<file path="src/rtl/div_pkg.sv">
// ============================================================================
// Module      : div_pkg
// Description : Shared types and constants for the iterative divider.
// Revision    : 1.0 - initial release
// ============================================================================
`default_nettype none

package div_pkg;

   localparam int          DIV_WIDTH  = 32;
   localparam int          DIV_ITERS  = 32;
   localparam logic [31:0] DIV_ZERO_Q = 32'hFFFF_FFFF;
   localparam logic [31:0] INT_MIN    = 32'h8000_0000;

   typedef enum logic [1:0] {
      IDLE = 2'd0,
      CALC = 2'd1,
      FIN  = 2'd2
   } div_state_t;

endpackage

`default_nettype wire

</file>
<file path="src/rtl/div_step.sv">
// ============================================================================
// Module      : div_step
// Description : One combinational restoring-division iteration.
// Revision    : 1.0 - initial release
// ============================================================================
`default_nettype none

module div_step #(
   parameter int WIDTH = 32
) (
   input  logic [WIDTH-1:0] rem,
   input  logic             dvd_msb,
   input  logic [WIDTH-1:0] divisor,
   output logic [WIDTH-1:0] next_rem,
   output logic             q_bit
);

   logic [WIDTH:0] w_shifted;
   logic [WIDTH:0] w_trial;

   // rem < divisor always holds, so the WIDTH+1 bit difference cannot overflow
   assign w_shifted = {rem, dvd_msb};
   assign w_trial   = w_shifted - {1'b0, divisor};
   assign q_bit     = ~w_trial[WIDTH];
   assign next_rem  = q_bit ? w_trial[WIDTH-1:0] : w_shifted[WIDTH-1:0];

endmodule

`default_nettype wire

</file>
<file path="src/rtl/div_seq.sv">
// ============================================================================
// Module      : div_seq
// Description : Iterative signed/unsigned divider, RISC-V DIV/REM semantics.
//               DIV_FAST_SPECIAL_EN: divide-by-zero and overflow finish in 1.
// Revision    : 1.0 - initial release
// ============================================================================
`default_nettype none

module div_seq
   import div_pkg::*;
#(
   parameter int WIDTH = 32,
   parameter int CNT_W = 6
) (
   input  logic             clock,
   input  logic             rstn,
   input  logic             start,
   input  logic             is_signed,
   input  logic [WIDTH-1:0] a,
   input  logic [WIDTH-1:0] b,
   output logic             busy,
   output logic             done,
   output logic [WIDTH-1:0] q,
   output logic [WIDTH-1:0] r
);

   localparam logic [WIDTH-1:0] C_ZERO_Q  = {WIDTH{1'b1}};
   localparam logic [WIDTH-1:0] C_INT_MIN = {1'b1, {(WIDTH-1){1'b0}}};

   div_state_t       r_state, w_next;
   logic [WIDTH-1:0] r_rem, r_dvd, r_div;
   logic [WIDTH-1:0] r_spec_q, r_spec_r;
   logic [CNT_W-1:0] r_cnt;
   logic             r_sign_q, r_sign_r, r_special;

   logic             w_accept, w_neg_a, w_neg_b, w_div_zero, w_ovf, w_special, w_last;
   logic [WIDTH-1:0] w_mag_a, w_mag_b, w_next_rem;
   logic             w_q_bit;

   // A start coinciding with done is refused so a new request lands no earlier than the cycle after
   assign w_accept   = (r_state == IDLE) && start && !done;
   assign w_neg_a    = is_signed & a[WIDTH-1];
   assign w_neg_b    = is_signed & b[WIDTH-1];
   assign w_mag_a    = w_neg_a ? (~a + 1'b1) : a;
   assign w_mag_b    = w_neg_b ? (~b + 1'b1) : b;
   assign w_div_zero = (b == '0);
   assign w_ovf      = is_signed && (a == C_INT_MIN) && (b == C_ZERO_Q);
   assign w_special  = w_div_zero | w_ovf;
   assign w_last     = (r_cnt == CNT_W'(WIDTH-1));

   div_step #(.WIDTH(WIDTH)) u_step (
      .rem      (r_rem),
      .dvd_msb  (r_dvd[WIDTH-1]),
      .divisor  (r_div),
      .next_rem (w_next_rem),
      .q_bit    (w_q_bit)
   );

   always_ff @(posedge clock or negedge rstn) begin
      if (!rstn) r_state <= IDLE;
      else       r_state <= w_next;
   end

   always_comb begin
      w_next = r_state;
      unique case (r_state)
         IDLE: if (w_accept) begin
`ifdef DIV_FAST_SPECIAL_EN
            w_next = w_special ? FIN : CALC;
`else
            w_next = CALC;
`endif
         end
         CALC:    if (w_last) w_next = FIN;
         FIN:     w_next = IDLE;
         default: w_next = IDLE;
      endcase
   end

   always_ff @(posedge clock or negedge rstn) begin
      if (!rstn) begin
         r_rem     <= '0;
         r_dvd     <= '0;
         r_div     <= '0;
         r_cnt     <= '0;
         r_sign_q  <= 1'b0;
         r_sign_r  <= 1'b0;
         r_special <= 1'b0;
         r_spec_q  <= '0;
         r_spec_r  <= '0;
         busy      <= 1'b0;
         done      <= 1'b0;
         q         <= '0;
         r         <= '0;
      end else begin
         done <= 1'b0;
         unique case (r_state)
            IDLE: if (w_accept) begin
               r_rem     <= '0;
               r_dvd     <= w_mag_a;
               r_div     <= w_mag_b;
               r_cnt     <= '0;
               r_sign_q  <= w_neg_a ^ w_neg_b;
               r_sign_r  <= w_neg_a;
               r_special <= w_special;
               r_spec_q  <= w_div_zero ? C_ZERO_Q : C_INT_MIN;
               r_spec_r  <= w_div_zero ? a : '0;
               busy      <= 1'b1;
            end
            CALC: begin
               // Dividend bits shift out the top while quotient bits fill in from the bottom
               r_rem <= w_next_rem;
               r_dvd <= {r_dvd[WIDTH-2:0], w_q_bit};
               r_cnt <= r_cnt + 1'b1;
            end
            FIN: begin
               if (r_special) begin
                  q <= r_spec_q;
                  r <= r_spec_r;
               end else begin
                  q <= r_sign_q ? (~r_dvd + 1'b1) : r_dvd;
                  r <= r_sign_r ? (~r_rem + 1'b1) : r_rem;
               end
               done <= 1'b1;
               busy <= 1'b0;
            end
            default: ;
         endcase
      end
   end

endmodule

`default_nettype wire

</file>
<file path="config.mk">
export PLATFORM = sky130hd
export DESIGN_NAME = div_seq
export DESIGN_NICKNAME = d
export VERILOG_FILES = /design/src/rtl/div_pkg.sv /design/src/rtl/div_step.sv /design/src/rtl/div_seq.sv
export SDC_FILE = /design/constraint.sdc
export NUM_CORES = 1
export LEC_CHECK = 0
export ABC_AREA = 1
export CORE_ASPECT_RATIO = 0.9
export CORE_MARGIN = 2
export CORE_UTILIZATION = 45
export DETAILED_ROUTE_END_ITERATION = 8
export PLACE_DENSITY = 0.72
export REMOVE_ABC_BUFFERS = 1
export SYNTH_ARGS = -nofsm -noshare
export SYNTH_HDL_FRONTEND = slang
export SYNTH_SLANG_ARGS = --single-unit
</file>
<file path="constraint.sdc">
create_clock -name clock -period 6.8 [get_ports clock]
set_input_delay 1.36 -clock clock [delete_from_list [all_inputs] [get_ports clock]]
set_output_delay 1.36 -clock clock [all_outputs]
set_load 0.03 [all_outputs]
</file>
## After elaboration in Yosys (flattened, before gate mapping)

Index checks and enable logic that the tools add are counted.

| word-level totals | value |
|---|---|
| flip-flop bits (word level) | 237 |

| cells by class | value |
|---|---|
| add/sub/neg operators | 6 |
| equality and inequality tests | 7 |
| multiplexer cells | 21 |
| bitwise gates (word level) | 9 |
| reduce and logical (&&, ||, !) cells | 13 |

Operator list:

| kind | number |
|---|---|
| 32-bit 2-to-1 mux | 10 |
| 32-bit by 1-bit adder with 32-bit output (second input constant) | 4 |
| 32-bit inverter | 4 |
| 32-bit case mux with 2 select lines | 2 |
| 32-bit == test (second input constant) | 2 |
| 33-bit by 32-bit subtractor with 33-bit output | 1 |
| 32-bit zero test | 1 |
| 31-bit 2-to-1 mux | 1 |
| 6-bit case mux with 2 select lines | 1 |
| 2-bit AND reduction | 4 |
| 6-bit by 1-bit adder with 6-bit output (second input constant) | 1 |
| 6-bit by 5-bit == test with 1-bit output (second input constant) | 1 |
| 6-bit 2-to-1 mux | 1 |
| 1-bit logical AND | 4 |
| 2-bit 2-to-1 mux | 2 |
| 2-bit != test (second input constant) | 2 |
| 2-bit case mux with 2 select lines | 1 |
| 2-bit nonzero test | 2 |
| 1-bit AND | 2 |
| 2-bit by 1-bit == test with 1-bit output (second input constant) | 1 |
| 2-bit == test (second input constant) | 1 |
| 2-bit zero test | 1 |
| 1-bit 2-to-1 mux | 2 |
| 1-bit case mux with 2 select lines | 1 |
| 4 further kinds | 4 |

## Longest topological paths before layout

Gate-level depths: netlist (run 1).

| depth | value |
|---|---|
| word-level depth | 5 |
| mapped depth | 18 |
| gate-level depth less buffers | 17 |

## Cells and area by module

A second synthesis (run 1) with hierarchy kept.

| second synthesis, totals | value |
|---|---|
| cells, all modules | 2,324 |
| area total of the unflattened synthesis | 15,153.3 sq um |

Modules (own cells, without submodules):

| module | times used | cells each | area each (sq um) | seq. area each (sq um) |
|---|---|---|---|---|
| div_seq | 1 | 1,644 | 12,002.8 | 5,180.0 |
| div_step | 1 | 680 | 3,150.5 | 0.0 |

## Worst setup path after synthesis (run 1)

Ideal clock, no wire load.

| timing | value |
|---|---|
| kind | input to register |
| from | in b[0] |
| to | reg r_spec_r[10] |
| data arrival time | 2,685 ps |
| setup slack | 4,041 ps |
| stages on the path | 11 |
| buffers on the path | 1 |
| path through | inv_1 -> ha_1 -> nand2_1 -> nor2_2 -> nand2_2 -> nor2_4 -> nand2_1 -> nor3_4 -> nand2_4 -> buf_6 -> o21ai_2 |

| between the ends | value |
|---|---|
| longest elaborated chain between the ends | 2 |

Ends and longest elaborated chain:

| element | line | source |
|---|---|---|
| start: declaration | div_seq.sv:20 | `input logic [WIDTH-1:0] b,` |
| 32-bit zero test | div_seq.sv:46 | `assign w_div_zero = (b == '0);` |
| 32-bit 2-to-1 mux | div_seq.sv:107 | `r_spec_r <= w_div_zero ? a : '0;` |
| end signal: assignment | div_seq.sv:107 |  |
| end: declaration | div_seq.sv:32 | `logic [WIDTH-1:0] r_spec_q, r_spec_r;` |

Every way passes these cells.
A chain may end at the register's enable or synchronous reset.

## Worst setup path in the final report (run 1)

| timing | value |
|---|---|
| from | in is_signed |
| to | reg r_div[30] |

| between the ends | value |
|---|---|
| longest elaborated chain between the ends | 2 |

Ends and longest elaborated chain:

| element | line | source |
|---|---|---|
| start: declaration | div_seq.sv:18 | `input logic is_signed,` |
| 1-bit AND | div_seq.sv:43 | `assign w_neg_b = is_signed & b[WIDTH-1];` |
| 32-bit 2-to-1 mux | div_seq.sv:45 | `assign w_mag_b = w_neg_b ? (~b + 1'b1) : b;` |
| end signal: assignment | div_seq.sv:101 | `r_div <= w_mag_b;` |
| end: declaration | div_seq.sv:31 | `logic [WIDTH-1:0] r_rem, r_dvd, r_div;` |

Every way passes these cells.

==> results of run 1 <==
[kinds of logic after synthesis]
group           Yosys count  share of synthesized area [%]
fa+ha+maj                39                           3.22
flops                   207                           33.7
compound gates          331                           13.0
xor+xnor                 50                           2.85
simple gates           1255                           36.7
buf+inv                 397                           10.4
[cell type report]
cell class                 instances  area [um2]  area share, %
multi-input combinational       1675        8600           48.4
sequential                       207        5180           29.2
timing repair buffer             146        1450           8.14
inverter                         321        1200           6.78
clock buffer                      34         719           4.05
tap                              462         578           3.25
clock inverter                     5        30.0          0.169
[report_power, final]
group          internal (mW)  total, mW  switching, mW  leakage, nW
logic                   1.90       5.53           3.63         5.90
clock network          0.728       1.26          0.537        0.367
registers               1.66       2.09          0.425         2.66
[worst min path at each step]
stage / slack [ns] / from / to / cells after the start
finish: 0.43 / r_cnt[5]$_DFFE_PN0P_ / r_state[1]$_DFFE_PN0P_ / 1
detailed placement: 0.43 / r_cnt[5]$_DFFE_PN0P_ / r_state[1]$_DFFE_PN0P_ / 1
CTS: 0.43 / r_cnt[5]$_DFFE_PN0P_ / r_state[1]$_DFFE_PN0P_ / 1
global route: 0.45 / r_cnt[5]$_DFFE_PN0P_ / r_state[1]$_DFFE_PN0P_ / 1
global placement: 0.42 / r_cnt[5]$_DFFE_PN0P_ / r_state[1]$_DFFE_PN0P_ / 1
floorplan: 0.41 / r_cnt[5]$_DFFE_PN0P_ / r_state[1]$_DFFE_PN0P_ / 1
[per-layer routing]
| layer | up-vias | global-route usage [%] | wire length, um |
|---|---|---|---|
| li1 | 7545 | - | - |
| met3 | 65 | 3.91 | 3910 |
| met5 | - | 0 | 0 |
| met2 | 601 | 41.6 | 21100 |
| met1 | 7310 | 41.5 | 23100 |
| met4 | 0 | 6.31 | 1090 |
[registers in the layout, summed over array words and instances (netlist names), 2 cells and up]
| signal | cells |
|---|---|
| q | 32 |
| r | 32 |
| r_cnt | 6 |
| r_div | 32 |
| r_dvd | 32 |
| r_rem | 32 |
| r_spec_q | 2 |
| r_spec_r | 32 |
| r_state | 2 |
[through the flow]
stage	hold slack (ns)	power [mW]	util, %	setup WS [ns]
floorplan	0.408	6.00	-	1.66
global placement	0.423	7.41	50.3	2.68
detailed placement	0.426	7.54	50.3	2.63
CTS	0.432	8.83	52.6	3.17
global route	0.455	9.65	52.6	2.98
finish	0.430	8.88	52.6	3.04
[cell usage in the layout, fill, tap and decap left out, drive strengths merged, types with 3 or more instances in the layout]
cell | synthesis | layout
nand4 | 29 | 29
a21oi | 107 | 107
o221ai | 21 | 21
o211ai | 15 | 15
o21ai | 134 | 134
clkinv | 1 | 5
ha | 38 | 38
clkbuf | 48 | 35
dfrtp | 207 | 207
o31ai | 5 | 5
and2 | 4 | 4
nand3 | 241 | 241
xor2 | 41 | 41
clkdlybuf4s50 | 0 | 132
or2 | 5 | 5
nand2 | 715 | 715
nand3b | 13 | 13
buf | 28 | 13
nor2 | 211 | 211
nor3 | 27 | 27
o21bai | 10 | 10
nor4 | 8 | 8
xnor2 | 9 | 9
inv | 320 | 319
o22ai | 31 | 31
a31oi | 3 | 3
==> impl_metrics.yaml, run 1 <==
setup_path:
  crit_chain: "clkdlybuf4s50_1 -> nand2_1 -> inv_1 -> nand2_1 -> nand3_1 -> nand3_1 -> nand2_1 -> nor2_1"
  path_class: "input port to flip-flop"
  startpoint: "is_signed"
  cpLargestDelayFamily: "buffers and inverters"
  critPathCapture: "r_div[30]$_DFFE_PN0P_"
  cp.arrival_ns: 4.17
  rr_startpoint: "r_dvd[31]$_DFFE_PN0P_"
  r2r-end: "r_rem[29]$_DFFE_PN0P_"
  cp_slowest_stage_delay_ns: 0.96
  cp-end-kind: "flip-flop"
  cp_slowest_cell: "inv_1"
  reg2reg_slack_ns: 3.93
  crit_buf_inv: 2
  cp_common_cell: "nand2_1"
  cp_max_fo: 30
  r2r_cells: 17
  worst-endpoint-required_ns: 7.21
  crit_cells: 8
  crit_path_start_kind: "input port"
logic_synthesis:
  synth-edff-count: 0
  synth.most_common_cell: "nand2_1"
  syn_avg_cell_area_um2: 6.75
  synthCells: 2279
  post-synth-top-area-cell: "dfrtp_1"
  synth-seq-cells: 207
  ys_top_cells_by_count: "nand2_1, inv_1, nand3_1"
  synth_area_leaders: "dfrtp_1, nand2_1, inv_1"
  synth_top_area_share_pct: 33.7
  synth_cell_types: 51
  synth_warnings: 0
  yosysSeqAreaShare_pct: 33.7
  async_reset_ff_share_pct: 100
  synth_flop_cell: "dfrtp_1"
  syn-cell-area_um2: 15400
global_route:
  grt_max_degree: 124
  grt_use_total_pct: 27.5
  grt_overflow: 0
  grt_pass1_wl_mm: 77.4
  grt_pass1_vias: 14300
  grt_antenna_before_repair: 0
floorplanning:
  start_util_pct: 45.5
  die_w_um: 199
  row_count: 64
  coreArea_um2: 33800
  die_h_um: 179
  io_pins: 134
  dieArea_um2: 35700
sta:
  min_period_ns: 3.76
  fmax_ghz: 0.266
  grt_setup_unrepaired: "no"
  relSlewSlack_pct: 27.1
  drv_slew: 0
  fin_worst_skew_ns: 0.00976
  fin_tns_setup_ns: 0
  worst_pin_slew_ns: 1.09
  finalSetupViolCount: 0
  hold_viol_final: 0
  post-route-period-util_pct: 55.3
placed_design:
  numPortBuffers: 133
  hpwlAfterDp_mm: 37.1
  dpl_cell_area_um2: 17000
  gp_congestion: 0.972
  dp.cells: 2811
power:
  powerDensity_nw_per_um2: 500
  p_leak_nw: 8.92
  ir_worst_vdd_uv: 229
finish:
  final_area_um2: 17800
  nets: 2482
  antenna_cells: 0
  syn_to_final_growth_pct: 15.5
  post_route_cells_drive_above_1_share_pct: 7.87
  fillers: 3406
  stdcell_count: 2850
route:
  firstDrtPassIters: 6
  antenna_left: 0
  routed_wl_mm: 49.2
  vias_per_cell: 5.45
  drc: 0
  routedWlPerCell_um: 17.3
  drt_iter0_drc: 1663
  num_vias: 15500
clocking:
  ctsResizeCount: 0
  cts_root_buf: "clkbuf_16"
  cts_tree: "built"
  hold_buffers: 0
  cts_sinks: 207
  cts.htree.levels: 1
  clk_pin_slew_worst_paths_ns: 0.06
  cts_buffers: 24
  clkLatencyLatePin_ns: 0.53
  cts_setup_buffers: 0
  clock_path_buffers: 3
status:
  outcome: "finished, final reports clean"
run:
  maxCapViolCount: 0
worst_hold_path:
  hp-class: "flip-flop to flip-flop"
(Power assumes the default switching activity.)
==> inputs of run 2 (changes only) <==
Clock period 6.8 ns to 3.6 ns, I/O delays scaled along.
==> run 2 against run 1 <==
Compared with the run above:
- die area stayed put
- wire length up 1.1%
- clock power rose by 120%
- highest routed layer unchanged
==> impl_metrics.yaml, run 2 (synthesis gave the netlist of run 1 again) <==
status:
  outcome: "finished, final reports clean"
placed_design:
  dpl_cell_area_um2: 17100
  dp.cells: 2825
  hpwlAfterDp_mm: 38.4
  numPortBuffers: 133
  gp_congestion: 0.979
finish:
  final_common_cell: "nand2_1"
  post_route_cells_drive_above_1_share_pct: 8.72
  final_area_um2: 18000
  nets: 2498
  final_cell_mix: "nand2_1, inv_1, nand3_1"
  antenna_cells: 0
  syn_to_final_growth_pct: 17.4
  stdcell_count: 2871
clocking:
  cts_sinks: 207
  cts_root_buf: "clkbuf_16"
  ctsResizeCount: 0
  clock_path_buffers: 3
  clk_pin_slew_worst_paths_ns: 0.06
  hold_buffers: 0
  cts_tree: "built"
  cts.htree.levels: 1
  clkLatencyLatePin_ns: 0.53
  cts_setup_buffers: 0
  cts_buffers: 26
global_route:
  grt_overflow: 0
  grt_max_degree: 101
  grt_pass1_wl_mm: 78.1
  grt_use_total_pct: 27.9
  grt_pass1_vias: 14300
  grt_antenna_before_repair: 0
sta:
  grt_setup_unrepaired: "no"
  min_period_ns: 2.86
  finalSetupViolCount: 0
  fmax_ghz: 0.350
  hold_viol_final: 0
  timing.hold.ws_ns: 0.245
  fin_worst_skew_ns: 0.0158
  post-route-period-util_pct: 79.5
  worst_pin_slew_ns: 0.909
  fin_tns_setup_ns: 0
  drv_slew: 0
  relSlewSlack_pct: 39.4
floorplanning:
  die_h_um: 179
  row_count: 64
  die_w_um: 199
  coreArea_um2: 33800
  io_pins: 134
  start_util_pct: 45.5
  dieArea_um2: 35700
setup_path:
  rr_startpoint: "r_dvd[31]$_DFFE_PN0P_"
  worst-endpoint-required_ns: 4.02
  cp_max_fo: 14
  path_class: "flip-flop to flip-flop"
  cp-end-kind: "flip-flop"
  startpoint: "r_dvd[31]$_DFFE_PN0P_"
  crit_path_start_kind: "flip-flop"
  cp.arrival_ns: 3.28
run:
  maxCapViolCount: 0
power:
  powerDensity_nw_per_um2: 955
  total_power_mw: 17.2
  ir_worst_vdd_uv: 413
  p_leak_nw: 9.08
worst_hold_path:
  hp-class: "input port to asynchronous set/reset pin"
route:
  drt_iter0_drc: 1602
  vias_per_cell: 5.41
  routed_wl_mm: 49.7
  routedWlPerCell_um: 17.3
  drc: 0
  firstDrtPassIters: 6
  num_vias: 15500
  antenna_left: 0
## run 2: cell types whose count changed in the layout (fill, tap and decap cells not counted)
cell / previous run / this run
buf_4: 12 / 24
bufinv_16: 0 / 3
buf_12: 1 / 3
clkbuf_16: 25 / 27
clkinv_2: 3 / 5
clkinv_4: 0 / 2
clkbuf_1: 3 / 2
clkinvlp_4: 2 / 1
## run 2: critical path, stage by stage, from the launching register on
cell and delay, ns:
dfrtp_1 0.33, inv_1 0.13, ha_1 0.26, fa_1 0.39
inv_1 0.09, nand2_1 0.08, nand2_1 0.13, nand3_1 0.10
nand2_2 0.14, nand2_4 0.07, nand2_4 0.07, nand2_4 0.07
nand2_4 0.11, nand2_4 0.13, nand3_1 0.40, nand2_1 0.10
nand2_1 0.10, nand2_1 0.06
## run 2: layout make-up
class / instances / area [um2]
fillers: 3398 / 15700
multi-input cells: 1675 / 8600
flip-flops and latches: 207 / 5180
repair buffers: 160 / 1580
inverters: 321 / 1200
clock buffers: 35 / 766
well taps: 462 / 578
clock inverters: 11 / 140
## run 2: where the power goes
part           internal (mW)  switching (mW)  total (mW)
Sequential              3.14           0.836        3.98
Combinational           3.61            6.89        10.5
Clock                   1.70            1.06        2.75
Total                   8.45            8.78        17.2
## run 2: worst paths after layout
| kind | end | slack, ns | cells after the start |
|---|---|---|---|
| max | r_rem[31]$_DFFE_PN0P_ | 0.74 | 17 |
| min | done$_DFF_PN0_ | 0.25 | 1 |
| max reg2reg | r_rem[31]$_DFFE_PN0P_ | 0.74 | 17 |
| min reg2reg | r_state[1]$_DFFE_PN0P_ | 0.43 | 1 |
| max in group asynchronous | r_div[27]$_DFFE_PN0P_ | 2.42 | 2 |
| min in group clock | r_state[1]$_DFFE_PN0P_ | 0.43 | 1 |
## run 2: stage by stage
step	setup WS, ns	util, %
after floorplan	-1.05	-
after CTS	0.787	53.4
after detailed placement	0.545	50.7
after global routing	0.544	53.4
after global placement	0.640	50.7
final	0.739	53.4
## run 2: per-layer routing
metal | routed length [um] | vias up | track usage (%) | part of all wire [%]
met5 | 0 | - | 0 | 0
met4 | 1040 | 0 | 5.88 | 2.1
met3 | 4040 | 82 | 5.18 | 8.1
met2 | 21300 | 582 | 42.2 | 43
met1 | 23400 | 7289 | 41.4 | 47
li1 | - | 7568 | - | -
==> inputs of run 3 (changes only) <==
Clock period 3.6 ns to 2.72 ns, I/O delays scaled along.
==> run 3 against run 2 <==
Compared with the run above:
- clock skew shrank 0.0012 ns
- non-clock buffer count up 34
- critical path type unchanged
- total power rose by 32%
- sequential cell count did not move
- wire length rose by 0.70%
- critical path depth stayed put
- die area unchanged
- via count increased by 1.5%
- cell count grew 1.1%
==> impl_metrics.yaml, run 3 (synthesis gave the netlist of run 1 again) <==
finish:
  stdcell_count: 2902
  fin_util_pct: 54.0
  nets: 2531
  antenna_cells: 0
  post_route_cells_drive_above_1_share_pct: 9.75
  final_common_cell: "nand2_1"
  syn_to_final_growth_pct: 18.7
  final_cell_mix: "nand2_1, inv_1, nand3_1"
sta:
  finalSetupViolCount: 0
  grt_setup_unrepaired: "no"
  hold_viol_final: 0
  fin_worst_skew_ns: 0.0147
  post-route-period-util_pct: 91.5
  fin_tns_setup_ns: 0
  worst_pin_slew_ns: 0.932
  timing.hold.ws_ns: 0.430
  drv_slew: 0
  relSlewSlack_pct: 37.4
  fmax_ghz: 0.402
  min_period_ns: 2.49
setup_path:
  crit_path_start_kind: "flip-flop"
  r2r-end: "r_rem[31]$_DFFE_PN0P_"
  cp.arrival_ns: 2.91
  cp-end-kind: "flip-flop"
  reg2reg_slack_ns: 0.23
  rr_startpoint: "r_div[0]$_DFFE_PN0P_"
  worst-endpoint-required_ns: 3.14
  r2r_cells: 17
  path_class: "flip-flop to flip-flop"
  cp_max_fo: 3
clocking:
  cts_buffers: 25
  cts_root_buf: "clkbuf_16"
  clkLatencyLatePin_ns: 0.53
  cts.htree.levels: 1
  clk_pin_slew_worst_paths_ns: 0.06
  clock_path_buffers: 3
  cts_tree: "built"
  cts_setup_buffers: 0
  cts_sinks: 207
run:
  maxCapViolCount: 0
route:
  num_vias: 15800
  firstDrtPassIters: 6
  routed_wl_mm: 50.1
  drc: 0
  antenna_left: 0
  drt_iter0_drc: 1665
  vias_per_cell: 5.43
  routedWlPerCell_um: 17.3
worst_hold_path:
  hold_depth: 1
  hp-class: "flip-flop to flip-flop"
  min_to: "r_state[1]$_DFFE_PN0P_"
  hp-start: "r_cnt[5]$_DFFE_PN0P_"
floorplanning:
  die_w_um: 199
  io_pins: 134
  row_count: 64
  die_h_um: 179
  dieArea_um2: 35700
  coreArea_um2: 33800
  start_util_pct: 45.5
power:
  comb_power_share_pct: 62.2
  powerDensity_nw_per_um2: 1250
  p_int_mw: 11.2
  ir_worst_vdd_uv: 647
  switching_share_pct: 50.9
  switchingPower_mw: 11.6
  seqPwrFrac_pct: 22.9
  p_leak_nw: 9.20
  total_power_mw: 22.8
  power_frac_clock_pct: 14.9
placed_design:
  numPortBuffers: 133
  dp.cells: 2858
  hpwlAfterDp_mm: 39.4
  gp_congestion: 0.972
global_route:
  grt_overflow: 0
  grt_pass1_wl_mm: 79.0
  grt_use_total_pct: 28.2
  grt_max_degree: 61
  grt_pass1_vias: 14800
  grt_antenna_before_repair: 0
status:
  outcome: "finished, final reports clean"
-- run 3: cell types whose count changed in the layout (fill, tap and decap cells not counted), moves of 2 or more --
cell	previous run	this run
buf_4	24	55
clkbuf_8	7	2
clkbuf_1	2	6
buf_12	3	5
clkbuf_16	27	25
clkinv_2	5	3
clkinvlp_4	1	3
-- run 3: critical path: stages, from the launching register on --
cell and delay (ns):
dfrtp_1 0.42, ha_1 0.24, fa_1 0.38, inv_1 0.09
nand2_1 0.06, nand2_1 0.10, nand3_1 0.10, nand2_2 0.14
nand2_4 0.07, nand2_4 0.07, nand2_4 0.08, nand2_4 0.11
nand2_4 0.07, nand3_2 0.14, buf_4 0.15, nand2_1 0.05
nand2_1 0.07, nand2_1 0.05
-- run 3: how the worst max path moves through the flow --
stage,startpoint,endpoint,slack [ns],depth (start not counted)
after floorplan,r_state[1]$_DFFE_PN0P_,q[10]$_DFFE_PN0P_,-1.93,5
after global placement,b[0],r_div[30]$_DFFE_PN0P_,0.07,14
after detailed placement,b[0],r_spec_r[4]$_DFFE_PN0P_,0.02,12
after CTS,r_div[0]$_DFFE_PN0P_,r_rem[31]$_DFFE_PN0P_,0.15,17
after global routing,r_div[0]$_DFFE_PN0P_,r_rem[30]$_DFFE_PN0P_,0.06,16
final,r_div[0]$_DFFE_PN0P_,r_rem[31]$_DFFE_PN0P_,0.23,17
-- run 3: layer usage --
metal / wire, um / share of wire [%] / vias up / track usage [%]
li1: - / - / 7648 / -
met1: 23400 / 47 / 7346 / 41.8
met2: 21000 / 42 / 669 / 42.0
met3: 4250 / 8.5 / 94 / 5.00
met4: 1470 / 2.9 / 0 / 8.18
met5: 0 / 0 / - / 0.412
-- run 3: power by group through the flow --
stage,clock network (mW),logic (mW),registers (mW)
2_1_floorplan,0,9.62,5.38
3_3_place_gp,0,13.8,5.21
3_5_place_dp,0,14.0,5.23
4_1_cts,3.42,14.1,5.19
5_1_grt,3.55,15.9,5.32
6_report,3.38,14.2,5.22
-- run 3: timing repair --
item,4_1_cts,5_1_grt
resized for setup,0,2
hold buffers,1,0
endpoints found under the hold margin,3,0
setup endpoints to repair,0,2
-- run 3: final cells by class --
cell class	instances	area [um2]
clock buffers	32	662
flip-flops and latches	207	5180
fillers	3383	15600
clock inverters	11	145
repair buffers	194	1860
inverters	321	1200
multi-input cells	1675	8610
well taps	462	578
-- run 3: per-stage QoR --
stage / instance area, um2 / worst slack [ns]
after detailed placement: 17400 / 0.0171
final: 18200 / 0.231
after floorplan: 15000 / -1.93
after global routing: 18200 / 0.0621
after CTS: 18200 / 0.150
after global placement: 17400 / 0.0679
